===== src/rtl/pwm_pkg.sv =====
// Shared types and sizing helpers for the multi-channel PWM generator.
// Imported by pwm_timebase and pwm_multi.
package pwm_pkg;

   typedef enum logic {
      DIR_UP   = 1'b0,
      DIR_DOWN = 1'b1
   } dir_e;

   // Largest duty/count code for a given counter width.
   function automatic int unsigned pwm_max(input int unsigned width);
      return (32'd1 << width) - 32'd1;
   endfunction

   function automatic int unsigned chan_idx_w(input int unsigned channels);
      return (channels <= 1) ? 1 : $clog2(channels);
   endfunction

   function automatic int unsigned presc_w(input int unsigned prescale);
      return (prescale <= 1) ? 1 : $clog2(prescale);
   endfunction

endpackage


===== src/rtl/pwm_timebase.sv =====
// Shared PWM time base: prescaler, up or triangular counter, boundary strobe.
// Build option PWM_CENTER_ALIGN_EN selects the triangular (center-aligned) count.
module pwm_timebase
   import pwm_pkg::*;
#(
   parameter int unsigned WIDTH    = 10,
   parameter int unsigned PRESCALE = 1
) (
   input  logic             clk,
   input  logic             rst_n,
   input  logic             enable_i,
   output logic [WIDTH-1:0] count_o,
   output logic             boundary_o,
   output logic             running_o,
   output logic             period_start_o
);

   localparam int unsigned      PW       = presc_w(PRESCALE);
   localparam logic [WIDTH-1:0] MAX_C    = WIDTH'(pwm_max(WIDTH));
   localparam logic [PW-1:0]    PRE_LAST = PW'(PRESCALE - 1);

   logic [PW-1:0]    pre_q;
   logic [WIDTH-1:0] count_q;
   dir_e             dir_q;
   logic             run_q;
   logic             period_start_q;
   logic             tick;
   logic             wrap;
   logic             boundary;

   always_comb begin
      tick = run_q && (pre_q == PRE_LAST);
`ifdef PWM_CENTER_ALIGN_EN
      wrap = (dir_q == DIR_DOWN) && (count_q == WIDTH'(1));
`else
      wrap = (count_q == MAX_C);
`endif
      // The first enabled edge after idle is itself a period boundary.
      boundary = enable_i && (!run_q || (tick && wrap));
   end

   // NOTE: sequential state uses non-blocking assignments only, so every flop
   // samples the pre-edge value of every other flop regardless of code order.
   always_ff @(posedge clk) begin
      if (!rst_n || !enable_i) begin
         pre_q          <= '0;
         count_q        <= '0;
         dir_q          <= DIR_UP;
         run_q          <= 1'b0;
         period_start_q <= 1'b0;
      end else begin
         run_q          <= 1'b1;
         period_start_q <= boundary;
         if (!run_q) begin
            pre_q   <= '0;
            count_q <= '0;
            dir_q   <= DIR_UP;
         end else if (tick) begin
            pre_q <= '0;
`ifdef PWM_CENTER_ALIGN_EN
            if (dir_q == DIR_UP) begin
               if (count_q == MAX_C) begin
                  count_q <= MAX_C - 1'b1;
                  dir_q   <= DIR_DOWN;
               end else begin
                  count_q <= count_q + 1'b1;
               end
            end else begin
               count_q <= count_q - 1'b1;
               if (count_q == WIDTH'(1)) dir_q <= DIR_UP;
            end
`else
            count_q <= count_q + 1'b1;
`endif
         end else begin
            pre_q <= pre_q + 1'b1;
         end
      end
   end

   assign count_o        = count_q;
   assign boundary_o     = boundary;
   assign running_o      = enable_i && run_q;
   assign period_start_o = period_start_q;

endmodule


===== src/rtl/pwm_multi.sv =====
// Multi-channel PWM: shared time base plus per-channel shadow/active duty and compare.
// Build option PWM_CENTER_ALIGN_EN (handled in pwm_timebase) gives center-aligned output.
module pwm_multi
   import pwm_pkg::*;
#(
   parameter int unsigned WIDTH    = 10,
   parameter int unsigned CHANNELS = 4,
   parameter int unsigned PRESCALE = 1
) (
   input  logic                                clk,
   input  logic                                rst_n,
   input  logic                                enable,
   input  logic                                load,
   input  logic [chan_idx_w(CHANNELS)-1:0]     ch_sel,
   input  logic [WIDTH-1:0]                    data_in,
   output logic [CHANNELS-1:0]                 pwm_out,
   output logic                                period_start
);

   typedef logic [WIDTH-1:0] duty_t;

   localparam int unsigned CW    = chan_idx_w(CHANNELS);
   localparam duty_t       MAX_C = duty_t'(pwm_max(WIDTH));

   duty_t               shadow_q [CHANNELS];
   duty_t               shadow_d [CHANNELS];
   duty_t               active_q [CHANNELS];
   duty_t               active_d [CHANNELS];
   logic [CHANNELS-1:0] pwm_q;
   logic [CHANNELS-1:0] pwm_d;
   duty_t               count;
   logic                boundary;
   logic                running;

   pwm_timebase #(
      .WIDTH    (WIDTH),
      .PRESCALE (PRESCALE)
   ) u_timebase (
      .clk            (clk),
      .rst_n          (rst_n),
      .enable_i       (enable),
      .count_o        (count),
      .boundary_o     (boundary),
      .running_o      (running),
      .period_start_o (period_start)
   );

   // NOTE: every next-state variable takes a full default before the loop so
   // no path leaves it unassigned and no latch is inferred.
   always_comb begin
      shadow_d = shadow_q;
      active_d = active_q;
      pwm_d    = '0;
      for (int i = 0; i < CHANNELS; i++) begin
         // Out-of-range ch_sel matches no channel, so the write is dropped.
         if (load && (ch_sel == CW'(i))) shadow_d[i] = data_in;
         if (boundary) active_d[i] = shadow_q[i];
         pwm_d[i] = running && ((active_q[i] == MAX_C) || (count < active_q[i]));
      end
   end

   // NOTE: the duty arrays are plain flops, not RAM, so they take the reset
   // along with the rest of the state.
   always_ff @(posedge clk) begin
      if (!rst_n) begin
         for (int i = 0; i < CHANNELS; i++) begin
            shadow_q[i] <= '0;
            active_q[i] <= '0;
         end
         pwm_q <= '0;
      end else begin
         shadow_q <= shadow_d;
         active_q <= active_d;
         pwm_q    <= pwm_d;
      end
   end

   assign pwm_out = pwm_q;

endmodule


===== config.mk =====
export PLATFORM = sky130hd
export DESIGN_NAME = pwm_multi
export DESIGN_NICKNAME = d
export VERILOG_FILES = /design/src/rtl/pwm_pkg.sv /design/src/rtl/pwm_timebase.sv /design/src/rtl/pwm_multi.sv
export SDC_FILE = /design/constraint.sdc
export NUM_CORES = 1
export LEC_CHECK = 0
export CORE_ASPECT_RATIO = 1.75
export CORE_UTILIZATION = 37
export DETAILED_ROUTE_END_ITERATION = 10
export SLEW_MARGIN = 20
export SYNTH_ARGS = -nofsm -noshare
export SYNTH_HDL_FRONTEND = slang
export SYNTH_HIERARCHICAL = 1
export SYNTH_SLANG_ARGS = --single-unit

===== constraint.sdc =====
create_clock -name clk -period 2.67 [get_ports clk]
set_input_delay 0.534 -clock clk [delete_from_list [all_inputs] [get_ports clk]]
set_output_delay 0.534 -clock clk [all_outputs]
set_load 0.02 [all_outputs]

==> out/qor.csv <==
stage;metric;value;unit
outcome;status;completed;
critical_path;WP data arrival;2320;ps
clock_network;Post-CTS Hold Buffers;0;
timing;RSZ-0062 raised after global routing;false;
timing;Tightest Pin Transition;682;ps
power;switching portion of total power;23.0;%
detailed_routing;DR vias/cell;4.86;
critical_path;Critical Path End Type;register;
job;MaxCap Viol Count;0;
grt;initial antenna violation count;0;
logic_synthesis;Syn Nets;544;
critical_path;Worst Path Required;2900;ps
grt;largest net degree at the start of global routing;81;
grt;global-route wire length before repair;16800;um
detailed_routing;WL per Instance;15.1;um
logic_synthesis;top cells by area, synth;dfxtp_1, mux2i_1, ha_1;
placed_design;RD Place Congestion;0.761;
clock_network;clk buf depth;2;
detailed_routing;via count;3327;
clock_network;Num CTS Buffers;9;
timing;Final min period;2090;ps
logic_synthesis;Post-Syn Area per Cell;9.40;um^2
die;# IOs;21;
die;die width;86.4;um
final_layout;area growth from synthesis to layout;15.5;%
grt;grt ovf;0;
timing;Setup-failing EPs final;0;
logic_synthesis;Synth top area share;42.1;%
logic_synthesis;Seq/Total Area, Yosys;42.1;%
worst_hold_path;Hold Crit Class;register to register;
logic_synthesis;post-synth top area cell;dfxtp_1;
power;Peak supply drop;0.318;mV
power;clock power share;44.0;%
clock_network;Sinks on Clock Net;97;
final_layout;share of layout cells above drive strength 1;6.17;%
die;Die Y;150;um
critical_path;largest fanout on the critical path;40;
logic_synthesis;Ys Warns;6;
critical_path;critical path launch point type;register;
clock_network;worst skew pair latency;340;ps
power;NetSw;0.699;mW
final_layout;Core Util, Final;44.2;%
clock_network;Gates resized, CTS repair;0;
power;leak pwr;2.01;nW
power;PwrDens;570;nW/um^2
critical_path;category of the most critical setup path;register to register;
power;sequential share of power;49.3;%
detailed_routing;starting DRC count in detailed routing;127;
clock_network;CTS HTree Levels;3;
timing;period utilization;78.3;%
power;Logic pwr share;6.7;%
timing;max-slew violations;0;
die;row cnt;53;
die;initial core utilization;38.3;%
placed_design;Port Buffers;20;
detailed_routing;Post-DRT Antenna Nets;0;
final_layout;fillers;1235;
placed_design;hpwl dp;7460;um
timing;skew final;6.96;ps
timing;Fmax;478;MHz
logic_synthesis;Post-Syn Area;4620;um^2
grt;gr usage total;17.5;%
detailed_routing;DRC viols;0;
die;total die area;12900;um^2
placed_design;dpl ws;508;ps
timing;Fin Setup TNS;0;ps
clock_network;CTS tree;done;
clock_network;clk slew on worst S/H paths;70;ps
final_layout;# diodes;0;
die;area of the core;12100;um^2
clock_network;setup bufs post-CTS;0;
clock_network;root cell of the clock tree;clkbuf_16;
grt;vias in the first global route;3287;
timing;final hold slack;457;ps
timing;worst setup margin;580;ps
logic_synthesis;predominant post-synthesis flop cell;dfxtp_1;
detailed_routing;total iterations of the first detailed-routing run;4;
logic_synthesis;Mapped Cells;491;
logic_synthesis;flops & latches, synth;97;
power;Pwr Total;3.04;mW
logic_synthesis;Async SR Flop Fraction;0;%
logic_synthesis;Yosys cell types;37;
final_layout;Nets;567;
timing;worst rel slew slack;54.4;%
detailed_routing;Total Wirelength;10300;um
power;P_int;2.34;mW
logic_synthesis;Post-synth EDFFs;0;
timing;Final Hold Viols;0;
-- per-stage QoR --
step	std cells	cell area, um^2
floorplan	491	4620
global placement	668	5020
detailed placement	668	5020
CTS	684	5330
global route	684	5330
finish	684	5330
-- state kept, by name, indices dropped and copies added (netlist names) --
name                       flops
shadow_q                      40
active_q                      40
u_timebase/run_q               1
u_timebase/period_start_o      1
pwm_out                        4
u_timebase/pre_q               1
u_timebase/count_o            10
-- critical path: stages, from the launching register on --
cell and delay [ps]:
dfxtp_1 460, ha_1 200, and4b_1 250, nand2_1 70, o21ai_0 180, and2_2 200
buf_12 290, mux2i_1 250, nor2b_1 70
-- layout by cell type, fill, tap and decap left out, drive strengths merged, types with 2 or more instances in the layout --
cell           instances
nand2b                 4
nor4                   4
nor2                   9
ha                    37
xnor2                  3
mux2i                 61
clkinv                 2
clkdlybuf4s50         19
nor3                   6
nand3                  3
nor2b                 61
o21a                   4
and2                   5
nand3b                 2
inv                   38
o21ai                  6
xor2                   4
dfxtp                 97
nand2                 58
a21oi                 26
a21boi                20
nand4                 14
buf                   11
o221ai                 4
clkbuf                10
-- path summary, 6_finish.rpt --
path                              start            to  slack, ps  cells past startpoint
setup reg to reg  u_timebase/count_o[0]  active_q[11]        580                      8
hold reg to reg            shadow_q[16]  shadow_q[16]        460                      2
hold / removal             shadow_q[16]  shadow_q[16]        460                      2
setup / recovery  u_timebase/count_o[0]  active_q[11]        580                      8
-- layout make-up --
class | count | area (um^2) | area share [%]
sequential | 97 | 1940 | 36.4
clock buffer | 10 | 239 | 4.48
clock inverter | 6 | 75.1 | 1.41
tap | 165 | 206 | 3.87
multi-input combinational | 340 | 2450 | 46.0
timing repair buffer | 30 | 283 | 5.30
inverter | 36 | 135 | 2.53
-- synth_stat cells (all sizes together), types with 4 or more instances --
cell type,instances
dfxtp,97
mux2i,61
nor2b,61
nand2,58
ha,37
inv,36
a21oi,26
a21boi,20
nand4,14
buf,9
clkbuf,9
nor2,9
nor3,6
o21ai,6
and2,5
nand2b,4
nor4,4
o21a,4
o221ai,4
xor2,4
-- routing by layer --
metal  track usage (%)  vias to the layer above  routed length (um)
li1                  -                     1708                   -
met1              20.4                     1551                4560
met2              30.0                       50                5140
met3              2.87                       18                 267
met4              9.75                        0                 381
met5                 0                        -                   0
-- power groups by stage --
stage	Clock [mW]	Combinational, mW	Sequential (mW)
after floorplan	0	0.136	1.53
final	1.34	0.204	1.50
after global routing	1.43	0.224	1.50
after detailed placement	0	0.207	1.53
after global placement	0	0.203	1.53
after CTS	1.37	0.207	1.50
-- kinds of logic after synthesis --
family                   share of synthesized area (%)
XOR/XNOR                                          1.33
multiplexers                                      13.2
adder cells (fa/ha/maj)                           10.0
AND/OR/NAND/NOR                                   20.1
flip-flops                                        42.1
buffers and inverters                             4.88
AO/OA/AOI/OAI                                     8.29
other                                           0.0812
(Power assumes the default switching activity.)
